==> config.mk <==
export PLATFORM = sky130hd
export DESIGN_NAME = ex_muldiv_unit
export DESIGN_NICKNAME = d
export VERILOG_FILES = /design/src/rtl/ex_muldiv_unit.sv
export SDC_FILE = /design/constraint.sdc
export NUM_CORES = 1
export LEC_CHECK = 0
export CAP_MARGIN = 30
export CORE_MARGIN = 4
export CORE_UTILIZATION = 30
export CTS_BUF_LIST = sky130_fd_sc_hd__clkbuf_8
export CTS_CLUSTER_DIAMETER = 60
export CTS_CLUSTER_SIZE = 10
export DETAILED_ROUTE_END_ITERATION = 16
export PLACE_DENSITY_LB_ADDON = 0.08
export SLEW_MARGIN = 20
export SYNTH_ARGS = -nofsm -noshare
export SYNTH_HDL_FRONTEND = slang
export SYNTH_SLANG_ARGS = --single-unit
==> constraint.sdc <==
create_clock -name clk -period 3.4 [get_ports clk]
set_input_delay 0.34 -clock clk [delete_from_list [all_inputs] [get_ports clk]]
set_output_delay 0.34 -clock clk [all_outputs]
set_load 0.02 [all_outputs]
==> src/rtl/ex_muldiv_unit.sv <==
// EX-stage iterative multiply/divide unit owning HI/LO.
// Shift-add multiply and restoring divide on magnitudes; signs fixed up in FIX.
module ex_muldiv_unit #(
  parameter int DATA_W = 32,
  parameter int CNT_W  = 6
) (
  input  logic              clk,
  input  logic              rst_n,
  input  logic              start,
  input  logic [5:0]        alu_control,
  input  logic [DATA_W-1:0] operand_a,
  input  logic [DATA_W-1:0] operand_b,
  input  logic              flush,
  output logic              busy,
  output logic              done,
  output logic              div_by_zero,
  output logic [DATA_W-1:0] hi,
  output logic [DATA_W-1:0] lo,
  output logic [DATA_W-1:0] result
);

  localparam logic [5:0] OP_MFHI  = 6'b010000;
  localparam logic [5:0] OP_MTHI  = 6'b010001;
  localparam logic [5:0] OP_MFLO  = 6'b010010;
  localparam logic [5:0] OP_MTLO  = 6'b010011;
  localparam logic [5:0] OP_MULT  = 6'b011000;
  localparam logic [5:0] OP_MULTU = 6'b011001;
  localparam logic [5:0] OP_DIV   = 6'b011010;
  localparam logic [5:0] OP_DIVU  = 6'b011011;

  localparam logic [DATA_W-1:0]   ONE  = DATA_W'(1);
  localparam logic [2*DATA_W-1:0] ONE2 = (2*DATA_W)'(1);
  localparam logic [CNT_W-1:0]    LAST = CNT_W'(DATA_W-1);

  typedef enum logic [1:0] {
    S_IDLE,
    S_MUL,
    S_DIV,
    S_FIX
  } state_t;

  state_t state, state_nx;

  logic [CNT_W-1:0]    cnt;
  logic [2*DATA_W-1:0] acc;
  logic [DATA_W-1:0]   mag_b;
  logic                q_neg, r_neg, is_div, dz;

  logic op_mul, op_div, op_sgn, op_mthi, op_mtlo;
  logic go, b_zero, last;
  logic [DATA_W-1:0]   mag_a_in, mag_b_in;
  logic [DATA_W:0]     mul_sum, div_trial;
  logic [2*DATA_W-1:0] prod;
  logic [DATA_W-1:0]   quo, rem, fix_hi, fix_lo;

  always_comb begin
    op_mul  = 1'b0;
    op_div  = 1'b0;
    op_sgn  = 1'b0;
    op_mthi = 1'b0;
    op_mtlo = 1'b0;
    unique case (1'b1)
      (alu_control == OP_MULT):  begin op_mul = 1'b1; op_sgn = 1'b1; end
      (alu_control == OP_MULTU): op_mul = 1'b1;
      (alu_control == OP_DIV):   begin op_div = 1'b1; op_sgn = 1'b1; end
      (alu_control == OP_DIVU):  op_div = 1'b1;
      (alu_control == OP_MTHI):  op_mthi = 1'b1;
      (alu_control == OP_MTLO):  op_mtlo = 1'b1;
      default: ;
    endcase
  end

  assign go     = start && !flush && (state == S_IDLE);
  assign b_zero = (operand_b == '0);
  assign last   = (cnt == LAST);
  assign busy   = (state != S_IDLE);

  assign mag_a_in = (op_sgn && operand_a[DATA_W-1]) ? ~operand_a + ONE
                                                    : operand_a;
  assign mag_b_in = (op_sgn && operand_b[DATA_W-1]) ? ~operand_b + ONE
                                                    : operand_b;

  assign mul_sum   = {1'b0, acc[2*DATA_W-1:DATA_W]}
                   + {1'b0, (acc[0] ? mag_b : '0)};
  assign div_trial = acc[2*DATA_W-1:DATA_W-1] - {1'b0, mag_b};

  assign prod   = q_neg ? ~acc + ONE2 : acc;
  assign quo    = acc[DATA_W-1:0];
  assign rem    = acc[2*DATA_W-1:DATA_W];
  assign fix_lo = is_div ? (q_neg ? ~quo + ONE : quo) : prod[DATA_W-1:0];
  assign fix_hi = is_div ? (r_neg ? ~rem + ONE : rem)
                         : prod[2*DATA_W-1:DATA_W];

  always_comb begin
    state_nx = state;
    unique case (state)
      S_IDLE: begin
        if (go && op_mul) state_nx = S_MUL;
        if (go && op_div) state_nx = b_zero ? S_FIX : S_DIV;
      end
      S_MUL, S_DIV: begin
        if (flush)     state_nx = S_IDLE;
        else if (last) state_nx = S_FIX;
      end
      S_FIX:   state_nx = S_IDLE;
      default: state_nx = S_IDLE;
    endcase
  end

  always_ff @(posedge clk or negedge rst_n) begin
    if (!rst_n) state <= S_IDLE;
    else        state <= state_nx;
  end

  always_ff @(posedge clk or negedge rst_n) begin
    if (!rst_n) begin
      hi          <= '0;
      lo          <= '0;
      cnt         <= '0;
      acc         <= '0;
      mag_b       <= '0;
      q_neg       <= 1'b0;
      r_neg       <= 1'b0;
      is_div      <= 1'b0;
      dz          <= 1'b0;
      done        <= 1'b0;
      div_by_zero <= 1'b0;
    end else begin
      done        <= 1'b0;
      div_by_zero <= 1'b0;
      unique case (state)
        S_IDLE: if (go) begin
          if (op_mthi) hi <= operand_a;
          if (op_mtlo) lo <= operand_a;
          if (op_mul || op_div) begin
            cnt    <= '0;
            mag_b  <= mag_b_in;
            is_div <= op_div;
            dz     <= op_div && b_zero;
            r_neg  <= op_sgn && operand_a[DATA_W-1];
            // Zero divisor: preload so the normal fixup yields hi=a, lo=all-ones
            q_neg  <= op_sgn && (operand_a[DATA_W-1] ^ operand_b[DATA_W-1])
                      && !(op_div && b_zero);
            acc    <= (op_div && b_zero) ? {mag_a_in, {DATA_W{1'b1}}}
                                         : {{DATA_W{1'b0}}, mag_a_in};
          end
        end
        S_MUL: begin
          if (flush) cnt <= '0;
          else begin
            acc <= {mul_sum, acc[DATA_W-1:1]};
            cnt <= cnt + CNT_W'(1);
          end
        end
        S_DIV: begin
          if (flush) cnt <= '0;
          else begin
            if (!div_trial[DATA_W])
              acc <= {div_trial[DATA_W-1:0], acc[DATA_W-2:0], 1'b1};
            else
              acc <= {acc[2*DATA_W-2:0], 1'b0};
            cnt <= cnt + CNT_W'(1);
          end
        end
        S_FIX: begin
          cnt <= '0;
          if (!flush) begin
            hi          <= fix_hi;
            lo          <= fix_lo;
            done        <= 1'b1;
            div_by_zero <= dz;
          end
        end
        default: ;
      endcase
    end
  end

  always_comb begin
    result = '0;
    if (alu_control == OP_MFHI)      result = hi;
    else if (alu_control == OP_MFLO) result = lo;
  end

endmodule

==> flow_metrics.env <==
export IMPL_run_status="completed"
export IMPL_grt_antenna_before_repair=0
export IMPL_vias=15782
export IMPL_drt_iter0_drc=1195
export IMPL_rows=83
export IMPL_n_fill_cell=5360
export IMPL_hold_path_class="in -> reg"
export IMPL_wirelength_mm=59.4
export IMPL_internal_power_w=0.00885
export IMPL_numClockSinks=174
export IMPL_grt_start_max_net_pins=71
export IMPL_place_area_sq_um=19100
export IMPL_post_place_ws_ns=-0.130
export IMPL_clock_latency_ns=0.57
export IMPL_critical_path_required_ns=3.90
export IMPL_hold_violations=0
export IMPL_start_util=0.303
export IMPL_clockBufferDepth=2
export IMPL_period_minus_slack_ns=3.26
export IMPL_core_area_sq_um=51200
export IMPL_ir_drop_mv=0.682
export IMPL_power_density_nw_per_um2=943
export IMPL_die_y_um=235
export IMPL_hold_slack_ns=0.140
export IMPL_relSlewSlack=0.504
export IMPL_n_antenna_cell=0
export IMPL_io_buffers=172
export IMPL_synthArstFlopShare=1.00
export IMPL_postLayoutCellArea_sq_um=19600
export IMPL_synthCells=2034
export IMPL_rsz0062_at_grt="true"
export IMPL_area_delta_synth_final_pct=26.7
export IMPL_cp_end_kind="flop"
export IMPL_viasPerCell=5.31
export IMPL_wl_per_cell_um=20.0
export IMPL_synth_distinct_cells=83
export IMPL_maxCapViolations=0
export IMPL_grt_util_all_layers=0.207
export IMPL_power_share_combinational=0.708
export IMPL_seq_area_frac_synth=0.281
export IMPL_path_clk_slew_ns=0.11
export IMPL_setup_viol=0
export IMPL_period_share=0.957
export IMPL_finalPower_w=0.0185
export IMPL_start_kind="flop"
export IMPL_gp_congestion=0.910
export IMPL_final_core_util=0.383
export IMPL_dieWidth_um=235
export IMPL_dr_pass1_iters=5
export IMPL_hpwl_mm=47.0
export IMPL_synth_edf_count=0
export IMPL_cellLeakagePower_nw=8.18
export IMPL_fmax_mhz=307
export IMPL_grt_overflow=0
export IMPL_path_class="reg -> reg"
export IMPL_switching_power_w=0.00965
export IMPL_clock_skew_final_ns=0.0129
export IMPL_yosys_warnings=0
export IMPL_numCtsBuffers=17
export IMPL_synthFlopType="dfrtp_1"
export IMPL_slew_viol_final=0
export IMPL_drive_gt1_frac=0.123
export IMPL_ys_seq_elements=174
export IMPL_cts_tree="done"
export IMPL_grt_pass1_vias=15167
export IMPL_htreeDepth=4
export IMPL_cp_data_arrival_time_ns=3.75
export IMPL_synthesis_area_sq_um=15500
export IMPL_seq_power_share=0.205
export IMPL_worst_slack_ns=0.145
export IMPL_drc_errors=0
export IMPL_multi_input_area_sq_um=10500
export IMPL_io_pins=173
export IMPL_switching_share=0.522
export IMPL_dieArea_sq_um=55300
export IMPL_grt_pass1_wl_mm=90.3
export IMPL_synth_area_per_cell_sq_um=7.61
export IMPL_tightest_slew_ns=0.744
export IMPL_p_clk_frac=0.087
export IMPL_cts_root_buf="clkbuf_8"
export IMPL_cp_max_fo=5
export IMPL_seq_area_sq_um=4350
export IMPL_route_antenna_remaining_nets=0
export IMPL_fin_nets=2428
export IMPL_synth_nets=2183
==> worst max-delay path, cell delays in order, from the launching register on <==
cell	delay, ns
dfrtp_1	0.39
inv_1	0.10
ha_1	0.29
a211oi_1	0.23
nor2_1	0.10
o311a_1	0.37
o21a_1	0.24
o221ai_2	0.26
o221ai_1	0.23
a41oi_2	0.30
mux2i_1	0.30
a41oi_1	0.16
nor3_2	0.20
==> cell families after synthesis <==
group	count (synthesis)	synth area share
and+or+nand+nor	726	0.216
AOI/OAI and AO/OA	630	0.254
buffers and inverters	197	0.0502
DFF	174	0.281
xor gates and xnor gates	173	0.0983
adders and majority gates	75	0.0616
muxes	59	0.0383
==> path summary, 6_finish.rpt <==
kind / slack, ns / endpoint / cells after the start / start
min in group asynchronous: 0.34 / done / 2 / rst_n
worst max register to register: 0.14 / acc[63] / 12 / mag_b[8]
worst min-delay path: 0.14 / is_div / 3 / alu_control[1]
worst max-delay path: 0.14 / acc[63] / 12 / mag_b[8]
max in group asynchronous: 2.20 / acc[0] / 3 / rst_n
worst min register to register: 0.48 / mag_b[19] / 2 / mag_b[19]
==> registers in the layout (all words and copies together) (netlist names) <==
name / flops
dz: 1
done: 1
state: 2
div_by_zero: 1
q_neg: 1
r_neg: 1
is_div: 1
mag_b: 32
hi: 32
lo: 32
cnt: 6
acc: 64
==> final cells by class <==
class	instances	area share
Multi-Input combinational cell	1663	0.536
Sequential cell	174	0.222
Timing Repair Buffer	356	0.165
Tap cell	680	0.0434
Inverter	67	0.0128
Clock buffer	17	0.0119
Clock inverter	15	0.00848
==> through the flow <==
step	TNS [ns]	instances
floorplan	0	2034
global placement	-0.148	2937
detailed placement	-0.276	2938
CTS	0	2971
global route	-0.0571	2972
finish	0	2972
==> per-layer routing <==
metal	GRT usage	part of all wire	vias to the layer above
met5	0	0	-
met4	0.0497	0.019	0
met3	0.0395	0.059	61
met2	0.316	0.43	518
met1	0.303	0.49	7445
li1	-	-	7758
==> power by group through the flow <==
stage	clock, W	combinational (W)	sequential (W)
after floorplan	0	0.00740	0.00413
after global placement	0	0.0128	0.00381
after detailed placement	0	0.0128	0.00384
after CTS	0.00168	0.0129	0.00379
after global routing	0.00174	0.0143	0.00392
final	0.00160	0.0131	0.00380
==> cells in the final DEF (no fill, tap or decap), types with 7 or more instances in the layout <==
cell	instances
nand2_1	290
o21ai_0	210
nor2_1	189
dfrtp_1	174
buf_4	172
clkdlybuf4s50_1	170
a21oi_1	149
xnor2_1	90
xor2_1	80
ha_1	69
inv_1	68
mux2i_1	57
nor3_1	57
o31ai_1	46
nand3_1	42
a21o_1	34
a211oi_1	23
a221oi_1	22
a31oi_1	20
nand4_1	17
clkbuf_8	17
nand2b_1	16
a22oi_1	16
nor2b_1	14
and2_1	13
or3_1	13
and3_1	13
o21a_1	11
buf_12	10
nor4_1	9
o41ai_1	8
o211ai_1	8
or4_1	7
o21ai_1	7
o22ai_1	7
==> repair_timing <==
| action | CTS | global route |
|---|---|---|
| endpoints found under the setup margin | 5 | 16 |
| hold buffers | 1 | 0 |
| gates resized for setup | 3 | 18 |
| gates cloned | 0 | 0 |
| endpoints found under the hold margin | 67 | 0 |
| pin swaps | 0 | 9 |
| setup buffers | 0 | 1 |
==> synthesized netlist by cell type (all sizes together) (4+ instances only) <==
cell type | count | area share
nor2 | 192 | 0.048
a31oi | 22 | 0.0089
mux2i | 57 | 0.037
buf | 30 | 0.0096
nand2 | 292 | 0.071
o41ai | 9 | 0.0056
o21bai | 6 | 0.0029
dfrtp | 174 | 0.28
nor3 | 61 | 0.020
ha | 73 | 0.059
nor3b | 7 | 0.0041
a21o | 34 | 0.016
a41oi | 4 | 0.0023
a21oi | 151 | 0.049
o211ai | 8 | 0.0039
clkbuf | 100 | 0.024
or4 | 10 | 0.0056
o21ai | 218 | 0.070
o221a | 4 | 0.0029
nor4b | 4 | 0.0027
nand3 | 42 | 0.014
a22oi | 17 | 0.0082
xnor2 | 91 | 0.051
o22ai | 8 | 0.0032
and2 | 13 | 0.0053
nand4 | 17 | 0.0069
o31ai | 48 | 0.023
a211oi | 26 | 0.013
o21a | 11 | 0.0053
or2 | 7 | 0.0028
nor2b | 14 | 0.0057
o221ai | 4 | 0.0023
xor2 | 82 | 0.047
a22o | 4 | 0.0023
or3 | 14 | 0.0057
and3 | 13 | 0.0053
nor4 | 13 | 0.0065
nand2b | 17 | 0.0074
inv | 66 | 0.016
a221oi | 28 | 0.018
a21boi | 5 | 0.0024
(Power assumes the default switching activity.)
